File: src/rtl/mult_pkg.sv
// Shared constants and per-stage record for the segmented final carry-propagate adder.
// Latency: n/a (types only). Backpressure: n/a.
// Each stage record carries the partly resolved result plus the unresolved operands.
package mult_pkg;

  localparam int WIDTH   = 64;
  localparam int SEG_W   = 16;
  localparam int NUM_SEG = WIDTH / SEG_W;

  typedef struct packed {
    logic             v;
    logic [WIDTH-1:0] res;
    logic [WIDTH-1:0] opa;
    logic [WIDTH-1:0] opb;
    logic             cy;
    logic             ovf;
  } stage_t;

  localparam int STAGE_W = $bits(stage_t);

  // The tree's CARRY row is weighted by two; the bit shifted out seeds the overflow flag.
  function automatic stage_t seed_stage(input logic             vld,
                                        input logic [WIDTH-1:0] sum,
                                        input logic [WIDTH-1:0] carry);
    stage_t s;
    s     = '0;
    s.v   = vld;
    s.opa = sum;
    s.opb = {carry[WIDTH-2:0], 1'b0};
    s.cy  = 1'b0;
    s.ovf = carry[WIDTH-1];
    return s;
  endfunction

endpackage

File: src/rtl/cpa_segment.sv
// One registered adder stage: holds a record, resolves segment IDX of it combinationally downstream.
// Latency: 1 cycle. Backpressure: accepts when empty or when downstream takes the held record.
module cpa_segment
  import mult_pkg::*;
#(
  parameter int IDX = 0
) (
  input  logic               clk,
  input  logic               rst_n,
  input  logic [STAGE_W-1:0] up_dat_i,
  output logic               up_rdy_o,
  output logic [STAGE_W-1:0] dn_dat_o,
  input  logic               dn_rdy_i
);

  localparam int LO   = IDX * SEG_W;
  localparam bit LAST = (IDX == NUM_SEG - 1);

  stage_t         up_s;
  stage_t         stage_d;
  stage_t         stage_q;
  stage_t         dn_s;
  logic [SEG_W:0] seg_sum;

  assign up_s     = up_dat_i;
  assign up_rdy_o = !stage_q.v || dn_rdy_i;

  // Data only loads on a real capture, so idle stages keep their last contents.
  always_comb begin
    stage_d = stage_q;
    if (up_rdy_o) begin
      if (up_s.v) begin
        stage_d = up_s;
      end else begin
        stage_d.v = 1'b0;
      end
    end
  end

  always_ff @(posedge clk or negedge rst_n) begin
    if (!rst_n) begin
      stage_q <= '0;
    end else begin
      stage_q <= stage_d;
    end
  end

  assign seg_sum = {1'b0, stage_q.opa[LO +: SEG_W]}
                 + {1'b0, stage_q.opb[LO +: SEG_W]}
                 + {{SEG_W{1'b0}}, stage_q.cy};

  always_comb begin
    dn_s                  = stage_q;
    dn_s.res[LO +: SEG_W] = seg_sum[SEG_W-1:0];
    dn_s.cy               = seg_sum[SEG_W];
    if (LAST) begin
      dn_s.ovf = stage_q.ovf | seg_sum[SEG_W];
    end
  end

  assign dn_dat_o = dn_s;

endmodule

File: src/rtl/final_cpa_pipe.sv
// Pipelined final carry-propagate adder: SUM + (CARRY<<1) resolved SEG_W bits per stage.
// Latency: NUM_SEG cycles, 1 result per cycle. Backpressure: bubbles collapse; in_ready drops only when full and stalled.
module final_cpa_pipe
  import mult_pkg::*;
(
  input  logic             clk,
  input  logic             rst_n,
  input  logic             in_valid,
  output logic             in_ready,
  input  logic [WIDTH-1:0] in_sum,
  input  logic [WIDTH-1:0] in_carry,
  output logic             out_valid,
  input  logic             out_ready,
  output logic [WIDTH-1:0] out_prod,
  output logic             out_ovf
);

  logic [NUM_SEG:0][STAGE_W-1:0] link;
  logic [NUM_SEG:0]              rdy;
  stage_t                        tail_s;
  logic                          unused_tail;

  assign link[0]      = seed_stage(in_valid, in_sum, in_carry);
  assign rdy[NUM_SEG] = out_ready;

  for (genvar k = 0; k < NUM_SEG; k++) begin : g_seg
    cpa_segment #(
      .IDX (k)
    ) u_seg (
      .clk      (clk),
      .rst_n    (rst_n),
      .up_dat_i (link[k]),
      .up_rdy_o (rdy[k]),
      .dn_dat_o (link[k+1]),
      .dn_rdy_i (rdy[k+1])
    );
  end

  // The last stage's output is fully resolved; its operand copies are no longer needed.
  assign tail_s      = link[NUM_SEG];
  assign unused_tail = ^{tail_s.opa, tail_s.opb, tail_s.cy};

  assign in_ready  = rdy[0];
  assign out_valid = tail_s.v;
  assign out_prod  = tail_s.res;
  assign out_ovf   = tail_s.ovf;

endmodule

File: config.mk
export PLATFORM = sky130hd
export DESIGN_NAME = final_cpa_pipe
export DESIGN_NICKNAME = d
export VERILOG_FILES = /design/src/rtl/mult_pkg.sv /design/src/rtl/cpa_segment.sv /design/src/rtl/final_cpa_pipe.sv
export SDC_FILE = /design/constraint.sdc
export NUM_CORES = 1
export LEC_CHECK = 0
export ABC_AREA = 1
export CAP_MARGIN = 10
export CORE_AREA = 2 2 227 229
export DETAILED_ROUTE_END_ITERATION = 6
export DIE_AREA = 0 0 229 231
export SETUP_SLACK_MARGIN = 0.2
export SYNTH_ARGS = -nofsm -noshare
export SYNTH_HDL_FRONTEND = slang
export SYNTH_SLANG_ARGS = --single-unit
File: constraint.sdc
create_clock -name clk -period 3.8 [get_ports clk]
set_input_delay 0.57 -clock clk [delete_from_list [all_inputs] [get_ports clk]]
set_output_delay 0.57 -clock clk [all_outputs]
set_load 0.05 [all_outputs]
# Yosys cells after proc, flatten, opt, wreduce, memory -nomap -nowiden
# Index checks and enable logic that the tools add are counted.
dict set report word_totals {
  inputBits 132
  out_inout_bits 67
  reg_bits 615
}
dict set report classes {
  addsub 7
  mux 4
  bitwise_logic 1
  n_reduce_logical 12
}
# operator count
set op_table {}
lappend op_table {{16-bit by 16-bit adder with 17-bit output} 4}
lappend op_table {{17-bit by 1-bit adder with 17-bit output} 3}
lappend op_table {{2-bit AND reduction} 4}
lappend op_table {{1-bit logical NOT} 4}
lappend op_table {{1-bit logical OR} 4}
lappend op_table {{1-bit 2-to-1 mux} 4}
lappend op_table {{1-bit bitwise OR} 1}

# Longest topological paths before layout
# Gate-level depths: netlist of run 1.
dict set report logic_depth {
  ltp_word 6
  ltp_mapped 11
  ltp_nobuf 11
}

# By module
# A second synthesis of run 1 with hierarchy kept.
dict set report unflattened {
  cells_unflattened 2977
  area_unflattened_um2 37354.6
}
# module seq_area_each_um2 cells_each area_each_um2 instances
set modules_own_cells {}
lappend modules_own_cells {{cpa_segment (g_seg[0].u_seg ...)} 4479.3 742 9332.7 3}
lappend modules_own_cells {{cpa_segment (g_seg[3].u_seg)} 4479.3 750 9352.7 1}
lappend modules_own_cells {final_cpa_pipe 0.0 1 3.8 1}

# Least setup slack after synthesis of run 1
# No wires, ideal clock.
dict set report synth_path {
  path_type {reg2out}
  startpoint {reg g_seg[3].u_seg.stage_q[1] (netlist bit)}
  endpoint {out out_ovf}
  arrival_time_ps 1878
  path_stages_with_launch 11
  setup_slack_ps 1352
  required_time_ps 3230
  path_cell_list {dfrtp_1 > fa_1 > inv_1 > fa_1 > o21ai_1 > nand2_1 > nand2_1 > nand2_1 > nand3_1 > nand2_1 > nand2_1}
}
dict set report synth_between {
  elab_chain_cells 2
}
# element line_no
set synth_lines {}
lappend synth_lines {{start: declaration} cpa_segment.sv:21} ;# stage_t stage_q;
lappend synth_lines {{start signal: assignment} cpa_segment.sv:44} ;# stage_q <= stage_d;
lappend synth_lines {{17-bit by 1-bit adder with 17-bit output} cpa_segment.sv:50} ;# + {{SEG_W{1'b0}}, stage_q.cy};
lappend synth_lines {{1-bit bitwise OR} cpa_segment.sv:57} ;# dn_s.ovf = stage_q.ovf | seg_sum[SEG_W];
lappend synth_lines {{end: declaration} final_cpa_pipe.sv:15} ;# output logic out_ovf
# No other way between the ends.

# Worst setup path after layout of run 1
dict set report layout_path {
  startpoint {reg g_seg[3].u_seg.stage_q[1] (netlist bit)}
  endpoint {out out_prod[52]}
}
dict set report layout_between {
  elab_chain_cells 1
}
# element line_no
set layout_lines {}
lappend layout_lines {{17-bit by 1-bit adder with 17-bit output} cpa_segment.sv:50}
lappend layout_lines {{end: declaration} final_cpa_pipe.sv:14} ;# output logic [WIDTH-1:0] out_prod,
# No other way between the ends.

==> impl_metrics.toml, run 1 <==
[clocking]
post-cts-setup-buffer-count = 0
cts_root_buf = "clkbuf_16"
numCtsBuffers = 46
cts.sinks = 426
h-tree-depth = 2
clk_latency_ns = 0.58
clk_pin_slew_ns = 0.06
clock_path_buffers = 3
tritoncts = "yes"

[route]
route.detailed.drc = 0
wl_per_cell_um = 14.0
wirelength_um = 43800
drtPass1Iterations = 5
route.vias.total = 14384
drtAntennaViolNets = 0
drtIter0Drc = 906
drt-vias-per-instance = 4.60

[worst_setup_path]
critPathLaunchType = "register"
end_kind = "primary output"
rrSetupSlack_ns = 1.53
required_ns = 3.23
critPathKind = "register to primary output"
critPathMaxFanout = 3
cp.arrival_ns = 2.89

[global_route]
grt_pass1_vias = 14413
gr-usage-all-layers_pct = 17.0
met2_usage_pct = 28.1
antenna_found_initial = 1
grt_pass1_wl_um = 73700
busiest_layer = "met2"
met3_usage_pct = 3.08
gr-total-overflow = 0
met1_usage_pct = 22.9
grt_max_degree = 116

[sta]
rsz0062_at_grt = "yes"
hold_viol_final = 0
fin_worst_skew_ns = 0.0231
finalSetupViolCount = 0
drv_slew = 0
fin_crit_sh_pct = 91.2
worst_pin_slew_ns = 0.795
relSlewSlack_pct = 47.0
finalWorstPathRequiredPeriod_ns = 3.46
setup_tns_ns = 0
clock.fmax_mhz = 289

[power_and_ir_drop]
ir_drop_v = 0.000351
power_density_mw_per_mm2 = 893
p_leak_nw = 11.8

[cells_and_area]
fin_cells = 3128
final_nets = 2614
fillers = 4975
num_antenna_cells = 0
syn2layout_area_growth_pct = 17.9
drive_gt1_share_pct = 7.68

[die]
die_x_um = 229
core-area_sq_mm = 0.0507
io_pins = 199
initial_core_util_pct = 39.4
die_h_um = 231
row_count = 83
die_area_sq_mm = 0.0529

[job]
maxCapViolCount = 0

[logic_synthesis]
ys.flop_type = "dfrtp_1"
syn_nets = 2500
syn_area_per_cell_sq_um = 8.67
netlist_area_sq_mm = 0.0200
synth_edf_count = 0
seq_area_frac_synth_pct = 53.4
async_flop_share_pct = 100
ys_warn_count = 0
netlist_top_cells_area = "dfrtp_1 (53%), nand2_1 (14%), inv_1 (5.0%)"
synth.distinct_cells = 33
ys_ff_latch = 426
yosysTopAreaCellShare_pct = 53.4
postSynthCellCount = 2301
yosysTopAreaCell = "dfrtp_1"

[placement]
place_congestion = 0.861
io_buffers = 198
place_inst = 3046
dp_hpwl_um = 30600

[outcome]
run_status = "completed"

[hold_path]
min_path_type = "register to register"
[worst paths after layout]
| check | end | depth (start not counted) | start |
|---|---|---|---|
| min | g_seg[2].u_seg.dn_dat_o[38]$_DFFE_PN0P_ | 2 | g_seg[1].u_seg.dn_dat_o[38]$_DFFE_PN0P_ |
| min reg2reg | g_seg[2].u_seg.dn_dat_o[38]$_DFFE_PN0P_ | 2 | g_seg[1].u_seg.dn_dat_o[38]$_DFFE_PN0P_ |
| max | out_prod[52] | 6 | g_seg[3].u_seg.stage_q[1]$_DFFE_PN0P_ |
| min in group asynchronous | g_seg[0].u_seg.dn_dat_o[46]$_DFFE_PN0P_ | 2 | rst_n |
| max reg2reg | g_seg[3].u_seg.dn_dat_o[174]$_DFFE_PN0P_ | 10 | g_seg[2].u_seg.stage_q[1]$_DFFE_PN0P_ |
| max in group asynchronous | g_seg[0].u_seg.dn_dat_o[10]$_DFFE_PN0P_ | 3 | rst_n |
[worst max-delay path: stages (launching register included)]
cell and delay (ns):
dfrtp_1 0.38, fa_1 0.22, inv_1 0.06, fa_1 0.39
o21ai_1 0.28, xor2_1 0.17, clkdlybuf4s50_1 0.82
[placed cells by master, fill, tap and decap left out, types with 4 or more instances in the layout]
cell and instances:
nand2_1 720, dfrtp_1 426, inv_1 267, clkdlybuf4s50_1 187, o21ai_0 178, nor2_1 152
a21oi_1 95, nand3_1 62, ha_1 60, clkbuf_16 46, a21oi_2 42, o21ai_1 31
mux2_2 31, or2_2 13, buf_4 12, xor2_1 11, nor3_1 11, clkbuf_1 10
nand3b_1 9, clkbuf_8 9, clkinv_2 8, buf_12 8, fa_1 7, nand4_1 6
xnor2_1 6, and2_1 5, dlygate4sd2_1 4
[metal layers]
metal | up-vias | wire (um)
li1 | 7370 | -
met1 | 6731 | 20900
met2 | 215 | 20300
met3 | 66 | 1650
met4 | 2 | 975
met5 | - | 13
[through the flow]
stage	util [%]	area, sq um	worst slack [ns]	power [mW]	hold WS, ns
6_report	46.4	23500	0.336	21.0	0.467
3_3_place_gp	43.5	22000	0.606	16.6	0.450
4_1_cts	46.4	23500	0.263	21.3	0.472
2_1_floorplan	-	20000	1.35	14.6	0.274
3_5_place_dp	43.5	22000	0.619	16.8	0.458
5_1_grt	46.4	23500	0.147	22.8	0.481
[cell families after synthesis]
family | Yosys count | synth area share [%]
AO/OA/AOI/OAI | 353 | 9.72
XOR/XNOR | 17 | 0.746
adder cells (fa/ha/maj) | 67 | 4.46
buffers and inverters | 420 | 10.2
flip-flops | 426 | 53.4
multiplexers | 31 | 1.75
AND/OR/NAND/NOR | 987 | 19.7
[cell usage after synthesis, drive strengths merged, types with 2 or more instances]
cell,number
ha,60
nor4,2
nand3,63
inv,270
nor2,154
mux2,31
o21bai,3
or2,13
nand4,7
nor3,11
nand3b,9
buf,129
fa,7
clkbuf,21
nand2,723
o22ai,2
dfrtp,426
a21oi,137
xnor2,6
and2,5
o21ai,209
xor2,11
[power by group]
group          switching (mW)  leakage, nW  total [mW]  internal (mW)
registers               0.876         5.08        7.11           6.23
clock network            1.82        0.742        4.43           2.61
logic                    6.28         5.98        9.48           3.20
[timing repair]
action,4_1_cts,5_1_grt
setup endpoints to repair,5,3
hold buffers,1,0
hold endpoints to repair,49,0
pin swaps,0,0
resized for setup,5,3
[cell type report]
class | count | area, sq um | area share (%)
flip-flops and latches | 426 | 10700 | 45.3
multi-input cells | 1455 | 7300 | 31.0
repair buffers | 216 | 2220 | 9.42
clock buffers | 65 | 1310 | 5.58
inverters | 270 | 1020 | 4.33
well taps | 680 | 851 | 3.61
clock inverters | 16 | 181 | 0.771
[sequential cells by signal, summed over array words and instances (netlist names)]
name / cells
g_seg.u_seg.dn_dat_o: 422
g_seg.u_seg.stage_q: 4
(Power assumes the default switching activity.)
==> run 2, diff against run 1 <==
==> constraint.sdc (replaced) <==
create_clock -name clk -period 4.12 [get_ports clk]
set_input_delay 0.618 -clock clk [delete_from_list [all_inputs] [get_ports clk]]
set_output_delay 0.618 -clock clk [all_outputs]
set_load 0.05 [all_outputs]
==> impl_metrics.toml, run 2 (same netlist as run 1, synthesis figures left out) <==
[outcome]
run_status = "completed"

[sta]
drv_slew = 0
fin_worst_skew_ns = 0.0183
clock.fmax_mhz = 271
relSlewSlack_pct = 42.7
setup_tns_ns = 0
hold_viol_final = 0
fin_crit_sh_pct = 89.7
finalSetupViolCount = 0
worst_pin_slew_ns = 0.859
rsz0062_at_grt = "no"
finalWorstPathRequiredPeriod_ns = 3.69

[global_route]
antenna_found_initial = 0
grt_max_degree = 107
grt_pass1_wl_um = 74200
grt_pass1_vias = 14742
gr-total-overflow = 0
gr-usage-all-layers_pct = 17.1

[cells_and_area]
layout_commonest_cell = "nand2_1"
fillers = 5016
post-route-util_pct = 46.6
num_antenna_cells = 0
largest_register_ffs = 422
regArea_sq_mm = 0.0107
syn2layout_area_growth_pct = 18.3
multiInputGateArea_sq_mm = 0.00730
final_cell_mix = "nand2_1 (720), dfrtp_1 (426), inv_1 (267), clkdlybuf4s50_1 (192), o21ai_0 (178)"
fin_area_sq_mm = 0.0236
fin_cells = 3130
drive_gt1_share_pct = 7.80
final_nets = 2613

[route]
route.vias.total = 14458
route.detailed.drc = 0
drt-vias-per-instance = 4.62
wirelength_um = 43900
drtIter0Drc = 746
drtAntennaViolNets = 0
wl_per_cell_um = 14.0
drtPass1Iterations = 6

[placement]
place_congestion = 0.852
place_inst = 3046
dp_hpwl_um = 30600
dpl_cell_area_sq_mm = 0.0221
io_buffers = 198

[worst_setup_path]
required_ns = 3.50
critPathKind = "register to primary output"
critPathLaunchType = "register"
end_kind = "primary output"
critPathMaxFanout = 3
cp.arrival_ns = 3.08

[die]
die_h_um = 231
io_pins = 199
initial_core_util_pct = 39.4
die_x_um = 229
row_count = 83
core-area_sq_mm = 0.0507
die_area_sq_mm = 0.0529

[power_and_ir_drop]
finalPower_mw = 19.6
power_density_mw_per_mm2 = 828
p_leak_nw = 11.8
ir_drop_v = 0.000351

[job]
maxCapViolCount = 0

[clocking]
clk_latency_ns = 0.57
cts_root_buf = "clkbuf_16"
clk_pin_slew_ns = 0.06
h-tree-depth = 2
clock_path_buffers = 3
numCtsBuffers = 46
ctsHoldBuffers = 0
tritoncts = "yes"
cts.sinks = 426

[hold_path]
min_path_type = "input pin to async pin"
-- run 2: cell count changes in the layout (fill, tap and decap cells not counted), sizes merged --
cell / delta
inv: -2
buf: -3
clkdlybuf4s50: +5
clkinv: +1
dlygate4sd3: -1
dlygate4sd2: -2
clkinvlp: +3
dlymetal6s2s: +1
bufinv: +1
clkdlybuf4s15: -1
-- run 2: path summary, 6_finish.rpt --
kind | endpoint | slack (ns) | cells after the start | start
setup / recovery | out_prod[56] | 0.43 | 8 | g_seg[3].u_seg.stage_q[1]$_DFFE_PN0P_
setup reg to reg | g_seg[3].u_seg.dn_dat_o[174]$_DFFE_PN0P_ | 1.82 | 10 | g_seg[2].u_seg.stage_q[1]$_DFFE_PN0P_
hold / removal | g_seg[0].u_seg.dn_dat_o[109]$_DFFE_PN0P_ | 0.11 | 1 | rst_n
hold reg to reg | g_seg[2].u_seg.dn_dat_o[99]$_DFFE_PN0P_ | 0.46 | 2 | g_seg[1].u_seg.dn_dat_o[99]$_DFFE_PN0P_
min in group clk | g_seg[2].u_seg.dn_dat_o[99]$_DFFE_PN0P_ | 0.46 | 2 | g_seg[1].u_seg.dn_dat_o[99]$_DFFE_PN0P_
max in group asynchronous | g_seg[0].u_seg.dn_dat_o[19]$_DFFE_PN0P_ | 2.94 | 2 | rst_n
-- run 2: cell type report --
| type | count | area share, % |
|---|---|---|
| Sequential cell | 426 | 45.1 |
| Multi-Input combinational cell | 1455 | 30.9 |
| Timing Repair Buffer | 215 | 9.45 |
| Clock buffer | 65 | 5.73 |
| Inverter | 270 | 4.31 |
| Tap cell | 680 | 3.60 |
| Clock inverter | 19 | 0.890 |
-- run 2: power by group --
group          switching [mW]  internal (mW)
clock network            1.68           2.54
logic                    5.79           2.98
registers               0.826           5.75
-- run 2: layer usage --
metal / GRT usage, % / wire, um
met3: 2.50 / 1530
met1: 22.9 / 20900
met4: 4.85 / 854
met2: 28.9 / 20600
met5: 0 / 0
-- run 2: what timing repair did --
action | 4_1_cts | 5_1_grt
gates resized for setup | 2 | 3
buffers inserted | 0 | 0
endpoints found under the setup margin | 2 | 3
-- run 2: worst max-delay path: stages, from the launching register on --
cell and delay [ns]:
dfrtp_1 0.38, fa_1 0.22, inv_1 0.06, fa_1 0.40
o21ai_1 0.28, nand2_1 0.10, nand2_1 0.10, xor2_1 0.15
clkdlybuf4s50_1 0.83
-- run 2: through the flow --
step | setup WS [ns] | hold WS [ns]
2_1_floorplan | 1.62 | 0.322
3_3_place_gp | 0.750 | 0.449
3_5_place_dp | 0.764 | 0.454
4_1_cts | 0.241 | 0.149
5_1_grt | 0.259 | 0.175
6_report | 0.426 | 0.112
==> run 3, diff against run 2 <==
--- a/config.mk
+++ b/config.mk
@@ -10,6 +10,7 @@
 export CORE_AREA = 2 2 227 229
 export DETAILED_ROUTE_END_ITERATION = 6
 export DIE_AREA = 0 0 229 231
+export GPL_ROUTABILITY_DRIVEN = 0
 export SETUP_SLACK_MARGIN = 0.2
 export SYNTH_ARGS = -nofsm -noshare
 export SYNTH_HDL_FRONTEND = slang
==> constraint.sdc (replaced) <==
create_clock -name clk -period 4.12 [get_ports clk]
set_input_delay 0.824 -clock clk [delete_from_list [all_inputs] [get_ports clk]]
set_output_delay 0.824 -clock clk [all_outputs]
set_load 0.05 [all_outputs]
==> impl_metrics.toml, run 3 (same netlist as run 1, synthesis figures left out) <==
[outcome]
run_status = "completed"

[sta]
finalSetupViolCount = 0
fin_crit_sh_pct = 90.5
setup_tns_ns = 0
clock.fmax_mhz = 268
relSlewSlack_pct = 37.2
fin_ws_ns = 0.392
finalWorstPathRequiredPeriod_ns = 3.73
fin_worst_skew_ns = 0.0182
fin_hold_ws_ns = 0.312
rsz0062_at_grt = "no"
drv_slew = 0
hold_viol_final = 0
worst_pin_slew_ns = 0.942

[worst_setup_path]
path_buf_inv = 2
rrSetupSlack_ns = 1.82
crit_family = "buffers and inverters"
r2r_cells = 10
r2r_end = "g_seg[3].u_seg.dn_dat_o[174]$_DFFE_PN0P_"
timing.rr.start = "g_seg[2].u_seg.stage_q[1]$_DFFE_PN0P_"
critPathLaunchType = "register"
cp_cell_sequence = "ha_1, nand3_1, nand2_1, inv_1, o21bai_1, xor2_1, clkdlybuf4s50_1"
cp.arrival_ns = 2.90
cpMaxStageDelayCell = "clkdlybuf4s50_1"
required_ns = 3.30
critPathKind = "register to primary output"
cpPeakStageDelay_ns = 0.82
critPathMaxFanout = 4
end_kind = "primary output"

[clocking]
numCtsBuffers = 45
cts.sinks = 426
ctsHoldBuffers = 0
clock_path_buffers = 3
ctsResizeCount = 5
post-cts-setup-buffer-count = 0
tritoncts = "yes"
cts_root_buf = "clkbuf_16"
clk_pin_slew_ns = 0.06
clk_latency_ns = 0.57
h-tree-depth = 2

[global_route]
grt_pass1_vias = 14617
met3_usage_pct = 3.04
grt_pass1_wl_um = 73300
antenna_found_initial = 1
grt_max_degree = 116
met1_usage_pct = 22.3
gr-usage-all-layers_pct = 16.9
met2_usage_pct = 28.7
gr-total-overflow = 0
busiest_layer = "met2"

[cells_and_area]
drive_gt1_share_pct = 8.08
largest_register_ffs = 422
final_cell_mix = "nand2_1 (720), dfrtp_1 (426), inv_1 (267), clkdlybuf4s50_1 (189), o21ai_0 (178)"
syn2layout_area_growth_pct = 18.3
layout_commonest_cell = "nand2_1"
final_nets = 2615
fin_cells = 3131
num_antenna_cells = 0

[die]
core-area_sq_mm = 0.0507
die_area_sq_mm = 0.0529
io_pins = 199
die_h_um = 231
die_x_um = 229
initial_core_util_pct = 39.4
row_count = 83

[route]
route.detailed.drc = 0
drtPass1Iterations = 5
drtAntennaViolNets = 0
drt-vias-per-instance = 4.66
drtIter0Drc = 771
wl_per_cell_um = 14.1
wirelength_um = 44200
route.vias.total = 14593

[placement]
io_buffers = 198
dp_hpwl_um = 30800
pre_cts_ws_ns = 0.622
place_inst = 3049

[job]
maxCapViolCount = 0

[power_and_ir_drop]
ir_drop_v = 0.000298
p_leak_nw = 11.8
power_density_mw_per_mm2 = 826

[hold_path]
min_path_type = "input pin to async pin"
run 3: power by group:
group | total [mW] | internal (mW) | leakage, nW | switching (mW)
Sequential | 6.58 | 5.75 | 5.08 | 0.828
Clock | 4.18 | 2.50 | 0.755 | 1.68
Combinational | 8.76 | 2.96 | 5.99 | 5.80
run 3: how the worst max path moves through the flow:
stage,startpoint,to,cells after the start
6_report,g_seg[3].u_seg.dn_dat_o[52]$_DFFE_PN0P_,out_prod[53],7
2_1_floorplan,g_seg[3].u_seg.stage_q[1]$_DFFE_PN0P_,out_ovf,10
5_1_grt,g_seg[3].u_seg.dn_dat_o[56]$_DFFE_PN0P_,out_prod[63],9
3_5_place_dp,g_seg[3].u_seg.stage_q[1]$_DFFE_PN0P_,out_prod[58],10
4_1_cts,g_seg[3].u_seg.dn_dat_o[52]$_DFFE_PN0P_,out_prod[57],10
3_3_place_gp,g_seg[3].u_seg.stage_q[1]$_DFFE_PN0P_,out_prod[58],10
run 3: metal layers:
layer | vias up | part of all wire, %
met5 | - | 0.029
met4 | 2 | 1.9
met3 | 65 | 4.0
met2 | 256 | 47
met1 | 6887 | 47
li1 | 7383 | -
run 3: final cells by class:
cell class | count | area [sq um]
clock buffer | 61 | 1320
clock inverter | 21 | 229
fill | 4899 | 27100
inverter | 270 | 1020
multi-input combinational | 1455 | 7300
sequential | 426 | 10700
tap | 680 | 851
timing repair buffer | 218 | 2250
run 3: stage by stage:
stage	area, sq um	power (mW)	util, %
finish	23600	19.5	46.6
global route	23600	21.0	46.6
CTS	23600	19.7	46.6
detailed placement	22100	15.5	43.6
global placement	22100	15.3	43.6
floorplan	20000	13.5	-
